File: src/rtl/dmux_stream_pkg.sv
// Shared constants and pointer-compare helpers for the stream demultiplexer.
// Latency: n/a (types, constants and pure functions only).
// Backpressure: n/a.
package dmux_stream_pkg;

    localparam int                    DROP_CNT_W   = 8;
    localparam logic [DROP_CNT_W-1:0] DROP_CNT_MAX = 8'd255;

    // Pointers carry one extra wrap bit above the address bits (bit aw).
    // Full when the wrap bits differ and the address bits match.
    function automatic logic ptr_full(input logic [31:0] wr_ptr,
                                      input logic [31:0] rd_ptr,
                                      input logic [4:0]  aw);
        logic [31:0] diff;
        logic [31:0] lsb_mask;
        diff     = wr_ptr ^ rd_ptr;
        lsb_mask = (32'd1 << aw) - 32'd1;
        return diff[aw] && ((diff & lsb_mask) == 32'd0);
    endfunction

    // Empty when both pointers, wrap bit included, are identical.
    function automatic logic ptr_empty(input logic [31:0] wr_ptr,
                                       input logic [31:0] rd_ptr);
        return wr_ptr == rd_ptr;
    endfunction

endpackage

File: src/rtl/dmux_chan_fifo.sv
// Per-channel synchronous FIFO with a wrap-bit pointer scheme.
// Latency: a word pushed at edge t is visible on pop_data from cycle t+1.
// Backpressure: a push is ignored while full, and a pop is ignored while empty.
module dmux_chan_fifo
    import dmux_stream_pkg::*;
#(
    parameter int WIDTH = 8,
    parameter int DEPTH = 4
) (
    input  logic             clk,
    input  logic             rst_n,
    input  logic             push,
    input  logic [WIDTH-1:0] push_data,
    input  logic             pop,
    output logic [WIDTH-1:0] pop_data,
    output logic             full,
    output logic             empty
);

    localparam int AW = $clog2(DEPTH);

    logic [WIDTH-1:0] mem [DEPTH];
    logic [AW:0]      wr_ptr;
    logic [AW:0]      rd_ptr;
    logic             do_push;
    logic             do_pop;

    assign full     = ptr_full(32'(wr_ptr), 32'(rd_ptr), 5'(AW));
    assign empty    = ptr_empty(32'(wr_ptr), 32'(rd_ptr));
    assign do_push  = push & ~full;
    assign do_pop   = pop & ~empty;
    assign pop_data = mem[rd_ptr[AW-1:0]];

    // Pointer update; the wrap bit takes care of itself by natural overflow.
    always_ff @(posedge clk or negedge rst_n) begin
        if (!rst_n) begin
            wr_ptr <= '0;
            rd_ptr <= '0;
        end else begin
            if (do_push) wr_ptr <= wr_ptr + 1'b1;
            if (do_pop)  rd_ptr <= rd_ptr + 1'b1;
        end
    end

    // Storage is cleared on reset, so an idle channel presents zero data.
    always_ff @(posedge clk or negedge rst_n) begin
        if (!rst_n) begin
            for (int i = 0; i < DEPTH; i++) mem[i] <= '0;
        end else if (do_push) begin
            mem[wr_ptr[AW-1:0]] <= push_data;
        end
    end

endmodule

File: src/rtl/dmux_stream.sv
// 1-to-N stream demux (unicast by in_sel, or broadcast) with one FIFO per channel.
// Latency: a word accepted at edge t appears at its channel head from cycle t+1, and it is fully registered.
// Backpressure: in_ready depends only on the full flags (never on out_ready), and out-of-range selects are always accepted and dropped.
module dmux_stream
    import dmux_stream_pkg::*;
#(
    parameter  int N     = 4,
    parameter  int WIDTH = 8,
    parameter  int DEPTH = 4,
    localparam int SEL_W = $clog2(N)
) (
    input  logic                  clk,
    input  logic                  rst_n,
    input  logic                  in_valid,
    output logic                  in_ready,
    input  logic [WIDTH-1:0]      in_data,
    input  logic [SEL_W-1:0]      in_sel,
    input  logic                  in_bcast,
    output logic [N-1:0]          out_valid,
    input  logic [N-1:0]          out_ready,
    output logic [N*WIDTH-1:0]    out_data,
    output logic [DROP_CNT_W-1:0] drop_cnt
);

    logic [N-1:0] full;
    logic [N-1:0] empty;
    logic [N-1:0] sel_onehot;
    logic [N-1:0] push_vec;
    logic         sel_in_range;
    logic         accept;
    logic         drop;

    // Decode the target channel; an out-of-range select yields no one-hot bit.
    always_comb begin
        sel_onehot   = '0;
        sel_in_range = ({1'b0, in_sel} < (SEL_W+1)'(N));
        for (int k = 0; k < N; k++) begin
            sel_onehot[k] = (in_sel == SEL_W'(k));
        end
    end

    // Acceptance is decided from registered full flags only, and it is held low during reset.
    always_comb begin
        in_ready = 1'b0;
        if (!rst_n) begin
            in_ready = 1'b0;
        end else if (in_bcast) begin
            in_ready = ~(|full);
        end else if (!sel_in_range) begin
            in_ready = 1'b1;
        end else begin
            in_ready = ~(|(full & sel_onehot));
        end
    end

    assign accept   = in_valid & in_ready;
    assign drop     = accept & ~in_bcast & ~sel_in_range;
    assign push_vec = !accept ? '0 : (in_bcast ? '1 : sel_onehot);

    // Saturating count of words discarded for an out-of-range select.
    always_ff @(posedge clk or negedge rst_n) begin
        if (!rst_n) begin
            drop_cnt <= '0;
        end else if (drop && drop_cnt != DROP_CNT_MAX) begin
            drop_cnt <= drop_cnt + 1'b1;
        end
    end

    for (genvar k = 0; k < N; k++) begin : g_chan
        dmux_chan_fifo #(
            .WIDTH (WIDTH),
            .DEPTH (DEPTH)
        ) u_fifo (
            .clk       (clk),
            .rst_n     (rst_n),
            .push      (push_vec[k]),
            .push_data (in_data),
            .pop       (out_ready[k] & ~empty[k]),
            .pop_data  (out_data[k*WIDTH +: WIDTH]),
            .full      (full[k]),
            .empty     (empty[k])
        );
        assign out_valid[k] = ~empty[k];
    end

endmodule
File: config.mk
export PLATFORM = sky130hd
export DESIGN_NAME = dmux_stream
export DESIGN_NICKNAME = d
export VERILOG_FILES = /design/src/rtl/dmux_stream_pkg.sv /design/src/rtl/dmux_chan_fifo.sv /design/src/rtl/dmux_stream.sv
export SDC_FILE = /design/constraint.sdc
export NUM_CORES = 1
export LEC_CHECK = 0
export ABC_AREA = 1
export CAP_MARGIN = 15
export CELL_PAD_IN_SITES_DETAIL_PLACEMENT = 2
export CELL_PAD_IN_SITES_GLOBAL_PLACEMENT = 2
export CORE_ASPECT_RATIO = 1.25
export CORE_UTILIZATION = 32
export DETAILED_ROUTE_END_ITERATION = 7
export PLACE_DENSITY_LB_ADDON = 0.1
export SETUP_SLACK_MARGIN = 0.2
export SYNTH_ARGS = -nofsm -noshare
export SYNTH_HDL_FRONTEND = slang
export SYNTH_SLANG_ARGS = --single-unit
File: constraint.sdc
create_clock -name clk -period 1.7 [get_ports clk]
set_input_delay 0.17 -clock clk [delete_from_list [all_inputs] [get_ports clk]]
set_output_delay 0.17 -clock clk [all_outputs]
set_load 0.05 [all_outputs]
* Word level (Yosys, flattened, before mapping) *
Index checks and enable logic that the tools add are counted.

storage, ports and cells
  bits in registers = 152
  bits in latches = 0
  memory bits (writable) = 0
  memory bits (read-only) = 0
  input bits = 18
  output and inout bits = 45
  logic and storage cells = 130
  memories = 0

operators by class
  add/sub/neg operators = 8
  multipliers = 0
  divide/modulo/power cells = 0
  order comparisons = 12
  equality and inequality tests = 7
  shift operators = 0
  muxes and demuxes = 28
  bitwise logic cells = 36
  reductions and logical operators = 15

operator list
  kind                                                                          count
  32-bit bitwise mux                                                            4
  32-bit logical NOT                                                            4
  8-bit 2-to-1 mux                                                              12
  8-bit binary-select mux with 2-bit select                                     4
  8-bit demux with 2-bit select                                                 4
  3-bit by 1-bit adder with 3-bit output, second input constant                 8
  3-bit >= comparator, second input constant                                    8
  2-bit NOT with 3-bit output                                                   8
  1-bit AND                                                                     13
  3-bit == test                                                                 4
  3-bit by 1-bit less-than comparator with 1-bit output, second input constant  4
  3-bit XOR                                                                     4
  1-bit NOT                                                                     10
  1-bit logical AND                                                             8
  4-bit 2-to-1 mux                                                              2
  4-bit OR reduction                                                            2
  4-bit AND                                                                     1
  2-bit == test, second input constant                                          2
  2-bit by 1-bit == test with 1-bit output, second input constant               1
  2-bit logical NOT                                                             1
  1-bit 2-to-1 mux                                                              2

* Longest topological paths before layout *
Gate-level depths: netlist of the first run.

  word-level depth = 11
  mapped depth = 12
  mapped depth without buffers = 10

* By module *
From an unflattened synthesis of the first run, not the netlist that was laid out.

second synthesis, totals
  cells, all modules = 995
  area, all modules = 8,032.7 µm²

modules (own cells, without submodules)
  module          times used  cells each  area each (µm²)  seq. area each (µm²)
  dmux_chan_fifo  4           237         1,950.6          950.9
  dmux_stream     1           47          230.2            0.0

* Least setup slack after synthesis of the first run *
OpenSTA, ideal clock, no wires.

  path type = reg2out
  start point = register g_chan[0].u_fifo.rd_ptr[0]
  end point = output port out_data[6]
  data arrival time = 1.816 ns
  required time = 1.530 ns
  path slack = -0.286 ns
  cell stages (with the launch flop) = 6
  path buffers = 2
  cells stage by stage = dfrtp_1 > buf_2 > inv_1 > buf_1 > o21ai_0 > o22ai_1

on the way
  cells in the longest elaborated chain, start to end = 4

RTL lines
  item                                                  line                  source
  from (decl)                                           dmux_chan_fifo.sv:24  logic [AW:0] rd_ptr;
  from (signal assigned)                                dmux_chan_fifo.sv:41  if (do_pop) rd_ptr <= rd_ptr + 1'b1;
  2-bit NOT with 3-bit output (not written as such)     dmux_chan_fifo.sv:32  assign pop_data = mem[rd_ptr[AW-1:0]];
  8-bit binary-select mux with 2-bit select             dmux_chan_fifo.sv:32
  8-bit 2-to-1 mux (not written as such) (2 in series)  dmux_chan_fifo.sv:32
  to (decl)                                             dmux_stream.sv:21     output logic [N*WIDTH-1:0] out_data,

No other way between the ends. The select of a mux whose other input is x is not followed.

* Worst setup path in the final report of the first run *
  start point = register g_chan[2].u_fifo.rd_ptr[0]
  end point = output port out_data[20]

on the way
  cells in the longest elaborated chain, start to end = 4

RTL lines
  item                                                  line
  from (decl)                                           dmux_chan_fifo.sv:24
  from (signal assigned)                                dmux_chan_fifo.sv:41
  2-bit NOT with 3-bit output (not written as such)     dmux_chan_fifo.sv:32
  8-bit binary-select mux with 2-bit select             dmux_chan_fifo.sv:32
  8-bit 2-to-1 mux (not written as such) (2 in series)  dmux_chan_fifo.sv:32

No other way between the ends. The select of a mux whose other input is x is not followed.

==> run metrics, run 1 <==
Die X-Extent=142 microns; CTS clk-pin slew, worst paths=about 0.070 ns; run status=finished with violations; Initial Utilization=between 30% and 40%; Worst EP required=1.53 ns; final net count=1166; Simple-Gate Fraction of Synth Area=32.8%; violated checks=negative setup slack; clock root cell=clkbuf_16; worst hold slack=between 0.3 and 0.4 ns; Via density=roughly 5.6; Ys Warns=0; first-pass GRT wire length=51100 microns; GPL Wtd Cong=0.761; final antenna-violating net count=0; Slew HR=52.6%; Synth Cell Area=7880 sq um; Final Cycle Share=116%; antenna fix cells=0; area share of the largest cell type after synthesis=approximately half; post-layout util=about half; initial DRC count=about 430; path type of the worst min-delay path=input port to flip-flop; Layout Skew=0.0121 ns; final setup vio count=about 180; Period minus WS final=1.97 ns; largest net degree at the start of global routing=102; worst-skew pair later-pin latency=about 0.44 ns; Post-Route WL=37300 microns; cells after synthesis=973; Die Y=between 150 and 200 microns; fin worst setup slack=-0.271 ns; highest clock rate=0.507 GHz; clk sink count=152; Pwr Total=30.7 mW; max-cap viol count=0; die area=25300 sq um; Synth Area in XOR/XNOR=1.78%; Rows=63; fin. max-slew vios=0; first-pass iteration count of the detailed router=4; Critical Path Start Type=flip-flop; commonest cells after routing, fill and taps aside=nand2_1, dfrtp_1, nand4_1; dominant cells by area after synthesis=dfrtp_1, nand2_1, nand4_1; total number of vias=8169; number of global-route vias before repair=8732; maximum VDD drop=about 0.0014 V; most common cell after layout, fill and taps aside=nand2_1; buffer depth of the longest clock path=2; Final HPWL DP=19300 microns; initial antenna violation count=0; Pleak=5.74 nW; Netlist cell types=27; CTS buffer count=17; Synth Area in Compound Gates=just under 7%; worst slew pin tran=0.711 ns; FF+latch count, synth=152; power density over the cells=2470 nW/um^2; Synth area leader=dfrtp_1; number of port buffers=54; Congestion Overflow GR=0; unrepaired setup endpoints after global routing=yes; H-tree levels=4; Ports=63; drc violations=0; P&R area growth vs syn=57.3%; post-synthesis sequential area ratio=48.3%; Setup CP Type=flip-flop to output port; CP Max Fanout=13; Fin. Hold Viols=0; syn avg cell area=8.10 sq um; main combinational cell family by area after synthesis=simple AND/OR/NAND/NOR gates; gr usage total=26.7%; Worst setup EP type=output port; core footprint=24000 sq um; Adder-Cell Fraction of Synth Area=3.18%; critical path data arrival time=1.80 ns; share of layout cells above drive strength 1=42.4%; TritonCTS clock tree=done; Routed wire per std cell=25.4 microns; mux contribution to synthesized area=0%
==> repair_timing <==
action / in CTS / in global routing
gates cloned: 6 / 10
setup buffers: 28 / 18
hold buffers: 1 / 0
endpoints found under the setup margin: 177 / 180
hold endpoints to repair: 152 / 0
resized for setup: 190 / 194
pin swaps: 13 / 43
==> sequential cells by signal, summed over array words and instances (netlist names) <==
signal,flops
g_chan.u_fifo.mem,128
g_chan.u_fifo.rd_ptr,12
g_chan.u_fifo.wr_ptr,12
==> worst paths after layout <==
path	startpoint	end	slack, ns	cells after the start
max	g_chan[2].u_fifo.rd_ptr[0]	out_data[20]	-0.27	5
min	out_ready[3]	g_chan[3].u_fifo.rd_ptr[2]	0.35	3
max reg2reg	g_chan[2].u_fifo.rd_ptr[0]	g_chan[3].u_fifo.wr_ptr[1]	-0.26	11
min reg2reg	g_chan[2].u_fifo.mem[2]	g_chan[2].u_fifo.mem[2]	0.50	2
max in group asynchronous	rst_n	g_chan[2].u_fifo.rd_ptr[0]	0.49	3
min in group asynchronous	rst_n	g_chan[2].u_fifo.wr_ptr[0]	0.61	3
==> synth_stat cells <==
library cell,count
nand4_2,8
o22ai_1,32
buf_1,8
nand3_1,4
nor2_1,71
o21ai_0,64
nor3_4,1
inv_2,6
ha_1,20
a21oi_1,4
o21ai_1,1
nor2_2,3
buf_2,10
dfrtp_1,152
xnor2_1,5
nand4_1,143
nand3_2,1
clkbuf_1,49
inv_1,25
nand2_2,2
nand3b_1,1
xor2_1,11
buf_4,21
buf_6,1
conb_1,1
nand2_1,328
nor2_4,1
==> critical path, stage by stage (launching register included) <==
cell and delay (ns):
dfrtp_2 0.48, buf_12 0.18, o21ai_0 0.29, buf_4 0.18
o22ai_4 0.08, buf_12 0.15
==> logic make-up (layout without fill, tap and decap cells) <==
| logic type | count (synthesis) | after routing |
|---|---|---|
| and+or+nand+nor | 563 | 563 |
| DFF | 152 | 152 |
| buffers and inverters | 120 | 281 |
| AOI/OAI and AO/OA | 101 | 101 |
| adders and majority gates | 20 | 20 |
| xor gates and xnor gates | 16 | 16 |
| other | 1 | 8 |
==> report_power, final <==
| part | switching, mW | internal, mW | leakage (nW) |
|---|---|---|---|
| logic | 11.2 | 8.73 | 3.52 |
| clock network | 1.70 | 2.35 | 0.294 |
| registers | 1.56 | 5.13 | 1.93 |
==> per-layer routing <==
layer / vias up / part of all wire (%) / track usage (%)
li1: 3601 / - / -
met1: 4275 / 41 / 35.0
met2: 208 / 51 / 45.6
met3: 85 / 4.0 / 3.32
met4: 0 / 3.3 / 8.51
met5: - / 0 / 0
==> per-stage QoR <==
stage / cell area, sq um / TNS [ns] / worst slack, ns / instances
finish: 12400 / -31.59 / -0.271 / 1466
detailed placement: 9970 / -61.15 / -0.497 / 1371
CTS: 11300 / -18.74 / -0.225 / 1438
global placement: 9970 / -51.11 / -0.388 / 1371
floorplan: 8450 / -0.237 / -0.0438 / 980
global route: 12400 / -46.57 / -0.363 / 1466
==> cell type report <==
class	instances	area [sq um]
Sequential cell	152	3810
Timing Repair inverter	3	22.5
Clock inverter	12	149
Timing Repair Buffer	215	2560
Tap cell	325	407
Multi-Input combinational cell	708	4850
Fill cell	2465	11600
Clock buffer	20	447
Inverter	31	150
Note: power is estimated with default switching activity, not from simulation.
==> run 2, diff against run 1 <==
--- a/config.mk
+++ b/config.mk
@@ -6,11 +6,13 @@
 export NUM_CORES = 1
 export LEC_CHECK = 0
 export ABC_AREA = 1
+export ABC_CLOCK_PERIOD_IN_PS = 1700
 export CAP_MARGIN = 15
 export CELL_PAD_IN_SITES_DETAIL_PLACEMENT = 2
 export CELL_PAD_IN_SITES_GLOBAL_PLACEMENT = 2
 export CORE_ASPECT_RATIO = 1.25
 export CORE_UTILIZATION = 32
+export CTS_CLUSTER_DIAMETER = 50
 export DETAILED_ROUTE_END_ITERATION = 7
 export PLACE_DENSITY_LB_ADDON = 0.1
 export SETUP_SLACK_MARGIN = 0.2
==> constraint.sdc (replaced) <==
create_clock -name clk -period 1.7 [get_ports clk]
set_input_delay 0.255 -clock clk [delete_from_list [all_inputs] [get_ports clk]]
set_output_delay 0.255 -clock clk [all_outputs]
set_load 0.05 [all_outputs]
==> run metrics, run 2 (same netlist as run 1, synthesis figures left out) <==
Place WS=-0.517 ns; post-layout util=a little under three fifths; power density over the cells=around 2500 nW/um^2; Fin. Hold Viols=7; Pleak=6.12 nW; drc violations=0; unrepaired setup endpoints after global routing=yes; critical path buffer and inverter count=6; path type of the worst min-delay path=input port to async pin; Post-Route WL=45700 microns; Setup CP Type=flip-flop to flip-flop; clk sink count=approximately 150; final net count=roughly 1200; worst-path cell chain=inv_2, nand2_2, nand2_2, nand4_1, nand2_2, buf_6, nor3_4, buf_4, buf_6, buf_16, buf_12, nand4_1, nand2_1; buffer depth of the longest clock path=2; H-tree levels=4; number of global-route vias before repair=9337; die area=25300 sq um; worst slew pin tran=0.902 ns; Biggest register=g_chan.u_fifo.mem; final setup vio count=177; critical path's largest stage delay=0.42 ns; commonest cells after routing, fill and taps aside=nand2_1, nand4_1, dfrtp_1; Worst setup EP type=flip-flop; Final Cycle Share=132%; Period minus WS final=between 2 and 2.5 ns; Ports=63; core footprint=24000 sq um; Slowest cell on crit path=dfrtp_1; CTS buffer count=17; Congestion Overflow GR=0; Slew HR=39.9%; largest net degree at the start of global routing=around 150; Final TNS setup=-71.89 ns; final antenna-violating net count=0; TritonCTS clock tree=done; number of port buffers=54; clock root cell=clkbuf_16; Die X-Extent=142 microns; Critical Path Start Type=flip-flop; Final HPWL DP=19300 microns; worst-skew pair later-pin latency=~0.46 ns; worst hold slack=-0.0575 ns; share of layout cells above drive strength 1=42.2%; delay-heaviest family, CP=simple AND/OR/NAND/NOR gates; violated checks=negative hold slack, negative setup slack; P&R area growth vs syn=67.9%; Largest regs=g_chan.u_fifo.mem x128, g_chan.u_fifo.rd_ptr x12, g_chan.u_fifo.wr_ptr x12; antenna fix cells=0; Layout Skew=0.0134 ns; total number of vias=just under 9000; Rows=63; Via density=5.89; fin. max-slew vios=0; most frequent CP cell=nand2_2; Worst EP required=2.09 ns; Initial Utilization=between 30% and 40%; first-pass iteration count of the detailed router=5; Multi-input gate area=5000 sq um; CTS clk-pin slew, worst paths=approximately 0.070 ns; Non-Filler Instances=1519; most common cell after layout, fill and taps aside=nand2_1; first-pass GRT wire length=57100 microns; Fill cells=2422; gr usage total=30.7%; Die Y=between 150 and 200 microns; maximum VDD drop=just under 0.002 V; critical path data arrival time=2.63 ns; initial antenna violation count=2; fin worst setup slack=-0.544 ns; FF/Latch Area=3810 sq um; Placed Cells=1382; Routed wire per std cell=between 30 and 40 microns; run status=finished with violations; CP Max Fanout=6; highest clock rate=around 0.45 GHz; max-cap viol count=0; initial DRC count=470; GPL Wtd Cong=0.744; max FFs per register=128
## run 2: what timing repair did
item | CTS | global route
cloned | 17 | 5
resized for setup | 288 | 137
endpoints found under the setup margin | 180 | 185
hold buffers | 1 | 0
endpoints found under the hold margin | 5 | 0
pin swaps | 43 | 61
buffers inserted | 43 | 39
## run 2: worst register-to-register path, stage by stage (launching register included)
cell     delay [ns]
dfrtp_1        0.42
inv_2          0.07
nand2_2        0.07
nand2_2        0.07
nand4_1        0.22
nand2_2        0.12
buf_6          0.13
nor3_4         0.27
buf_4          0.18
buf_6          0.11
buf_16         0.13
buf_12         0.13
nand4_1        0.14
nand2_1        0.13
## run 2: layout make-up
| cell class | instances | share of cell area, % |
|---|---|---|
| Clock buffer | 20 | 3.38 |
| Clock inverter | 12 | 1.14 |
| Inverter | 31 | 1.01 |
| Multi-Input combinational cell | 708 | 37.8 |
| Sequential cell | 152 | 28.8 |
| Tap cell | 325 | 3.07 |
| Timing Repair Buffer | 269 | 24.7 |
| Timing Repair inverter | 2 | 0.113 |
## run 2: per-stage QoR
step	area (sq um)	power (mW)
3_5_place_dp	9970	20.9
3_3_place_gp	9970	20.5
5_1_grt	13200	34.2
4_1_cts	12200	29.0
6_report	13200	33.2
2_1_floorplan	8560	15.7
## run 2: path summary, 6_finish.rpt
kind / cells past startpoint / endpoint / slack, ns / startpoint
setup / recovery: 13 / g_chan[1].u_fifo.mem[22] / -0.54 / g_chan[3].u_fifo.wr_ptr[0]
max in group asynchronous: 2 / g_chan[0].u_fifo.rd_ptr[1] / 0.99 / rst_n
hold reg to reg: 2 / g_chan[0].u_fifo.mem[5] / 0.48 / g_chan[0].u_fifo.mem[5]
hold / removal: 2 / g_chan[0].u_fifo.mem[30] / -0.06 / rst_n
min in group clk: 2 / g_chan[0].u_fifo.mem[5] / 0.48 / g_chan[0].u_fifo.mem[5]
setup reg to reg: 13 / g_chan[1].u_fifo.mem[22] / -0.54 / g_chan[3].u_fifo.wr_ptr[0]
## run 2: power breakdown
group / internal (mW) / switching (mW) / total (mW)
Clock: 2.34 / 1.76 / 4.10
Combinational: 9.58 / 12.7 / 22.3
Sequential: 5.13 / 1.66 / 6.80
Total: 17.1 / 16.1 / 33.2
## run 2: metal layers
metal  global-route usage (%)  part of all wire, %
met1                     36.6                   39
met2                     53.9                   51
met3                     5.02                  4.4
met4                     13.9                  5.2
met5                        0                0.050
==> run 3, diff against run 2 <==
--- a/config.mk
+++ b/config.mk
@@ -6,12 +6,12 @@
 export NUM_CORES = 1
 export LEC_CHECK = 0
 export ABC_AREA = 1
-export ABC_CLOCK_PERIOD_IN_PS = 1700
+export ABC_CLOCK_PERIOD_IN_PS = 2400
 export CAP_MARGIN = 15
 export CELL_PAD_IN_SITES_DETAIL_PLACEMENT = 2
 export CELL_PAD_IN_SITES_GLOBAL_PLACEMENT = 2
 export CORE_ASPECT_RATIO = 1.25
-export CORE_UTILIZATION = 32
+export CORE_UTILIZATION = 35
 export CTS_CLUSTER_DIAMETER = 50
 export DETAILED_ROUTE_END_ITERATION = 7
 export PLACE_DENSITY_LB_ADDON = 0.1
==> constraint.sdc (replaced) <==
create_clock -name clk -period 2.4 [get_ports clk]
set_input_delay 0.36 -clock clk [delete_from_list [all_inputs] [get_ports clk]]
set_output_delay 0.36 -clock clk [all_outputs]
set_load 0.05 [all_outputs]
==> run metrics, run 3 (same netlist as run 1, synthesis figures left out) <==
Worst EP required=between 2 and 2.5 ns; Biggest register=g_chan.u_fifo.mem; die area=23100 sq um; Pleak=5.07 nW; clk sink count=~150; power density over the cells=roughly 1700 nW/um^2; fin worst setup slack=0.242 ns; critical path buffer and inverter count=3; final net count=1073; Post-Route WL=29400 microns; Final HPWL DP=17500 microns; first-pass iteration count of the detailed router=4; H-tree levels=4; final antenna-violating net count=0; share of layout cells above drive strength 1=18.4%; highest clock rate=0.463 GHz; Multi-input gate area=3690 sq um; FF/Latch Area=~3800 sq um; Die X-Extent=between 100 and 150 microns; CTS buffer count=17; Rows=61; max FFs per register=128; clock root cell=clkbuf_16; Layout Skew=0.0104 ns; Via density=approximately 5.6; max-cap viol count=0; Ports=63; final setup vio count=0; Pwr Total=roughly 18 mW; path type of the worst min-delay path=input port to async pin; buffer depth of the longest clock path=2; Comb power frac=57.1%; Largest regs=g_chan.u_fifo.mem x128, g_chan.u_fifo.rd_ptr x12, g_chan.u_fifo.wr_ptr x12; Worst setup EP type=output port; P&R area growth vs syn=29.4%; run status=complete, no violations; number of port buffers=54; core footprint=between 20000 and 25000 sq um; Setup CP Type=flip-flop to output port; Critical Path Start Type=flip-flop; largest net degree at the start of global routing=153; maximum VDD drop=between 0.0008 and 0.0009 V; worst slew pin tran=0.924 ns; Clk pwr share=17.6%; Fill cells=2408; first-pass GRT wire length=46400 microns; Int Pwr=9.66 mW; commonest cells after routing, fill and taps aside=nand2_1, dfrtp_1, nand4_1; gr usage total=26.7%; GPL Wtd Cong=~0.74; worst-path cell chain=buf_8, buf_4, o21ai_0, o22ai_1, buf_12; critical path data arrival time=1.80 ns; Slew HR=about 38%; Routed wire per std cell=22.0 microns; CTS clk-pin slew, worst paths=around 0.06 ns; Die Y=170 microns; Place WS=-0.0156 ns; delay-heaviest family, CP=buffers and inverters; Congestion Overflow GR=0; sw power=approximately 7.9 mW; Period minus WS final=2.16 ns; number of global-route vias before repair=~8100; worst-skew pair later-pin latency=0.43 ns; drc violations=0; Fin. Hold Viols=0; TritonCTS clock tree=done; most common cell after layout, fill and taps aside=nand2_1; sequential power share=25.3%; Initial Utilization=35.6%; unrepaired setup endpoints after global routing=no; CP Max Fanout=13; initial antenna violation count=1; initial DRC count=440; total number of vias=7443; Slowest cell on crit path=dfrtp_2; Switching Fraction=between 40% and 50%; fin. max-slew vios=0; critical path's largest stage delay=0.42 ns; Final Cycle Share=89.9%
-- run 3: per-stage QoR --
step                utilization (%)  instance area, sq um  setup TNS [ns]  instances  hold WS (ns)
CTS                            45.0                  9960               0       1314         0.165
global placement               41.6                  9220               0       1279         0.457
floorplan                         -                  7910               0        980        0.0644
finish                         46.1                 10200               0       1332        0.0903
global route                   46.0                 10200               0       1331         0.146
detailed placement             41.6                  9220         -0.0418       1279         0.464
-- run 3: power by group through the flow --
stage / Sequential (mW) / Combinational [mW] / Clock, mW
detailed placement: 4.43 / 9.40 / 0
finish: 4.44 / 10.0 / 3.09
global placement: 4.42 / 9.22 / 0
global route: 4.57 / 10.7 / 3.25
floorplan: 4.10 / 5.44 / 0
CTS: 4.45 / 9.67 / 3.15
-- run 3: worst register-to-register path: cells and delay by family, from the launching register on --
| family | cells | cell delay (ns) |
|---|---|---|
| AND/OR/NAND/NOR | 8 | 1.07 |
| buffers and inverters | 3 | 0.46 |
| flip-flops | 1 | 0.44 |
-- run 3: routing by layer --
metal	vias to the layer above	track usage [%]	wire length, microns
li1	3418	-	-
met5	-	0	0
met1	3847	34.3	12900
met4	0	8.31	579
met3	32	4.36	1220
met2	146	45.4	14700
-- run 3: worst paths after layout --
| path | depth (start not counted) | end | from | slack (ns) |
|---|---|---|---|---|
| min reg2reg | 2 | g_chan[1].u_fifo.mem[23] | g_chan[1].u_fifo.mem[23] | 0.48 |
| min in group clk | 2 | g_chan[1].u_fifo.mem[23] | g_chan[1].u_fifo.mem[23] | 0.48 |
| max | 5 | out_data[31] | g_chan[3].u_fifo.rd_ptr[0] | 0.24 |
| max reg2reg | 11 | g_chan[0].u_fifo.mem[25] | g_chan[3].u_fifo.rd_ptr[0] | 0.30 |
| max in group asynchronous | 2 | g_chan[0].u_fifo.rd_ptr[0] | rst_n | 1.55 |
| min | 2 | g_chan[2].u_fifo.mem[3] | rst_n | 0.09 |
-- run 3: cell type report --
type                    instances  area share, %
flip-flops and latches        152           37.4
clock inverters                10           1.87
clock buffers                  22           4.65
repair buffers                125           15.1
inverters                      31           1.30
well taps                     283           3.47
diodes                          1         0.0245
multi-input cells             708           36.2
-- run 3: timing repair --
action,4_1_cts,5_1_grt
hold endpoints to repair,0,0
hold buffers,0,0
pin swaps,2,8
endpoints found under the setup margin,28,54
setup buffers,3,17
gates resized for setup,13,25
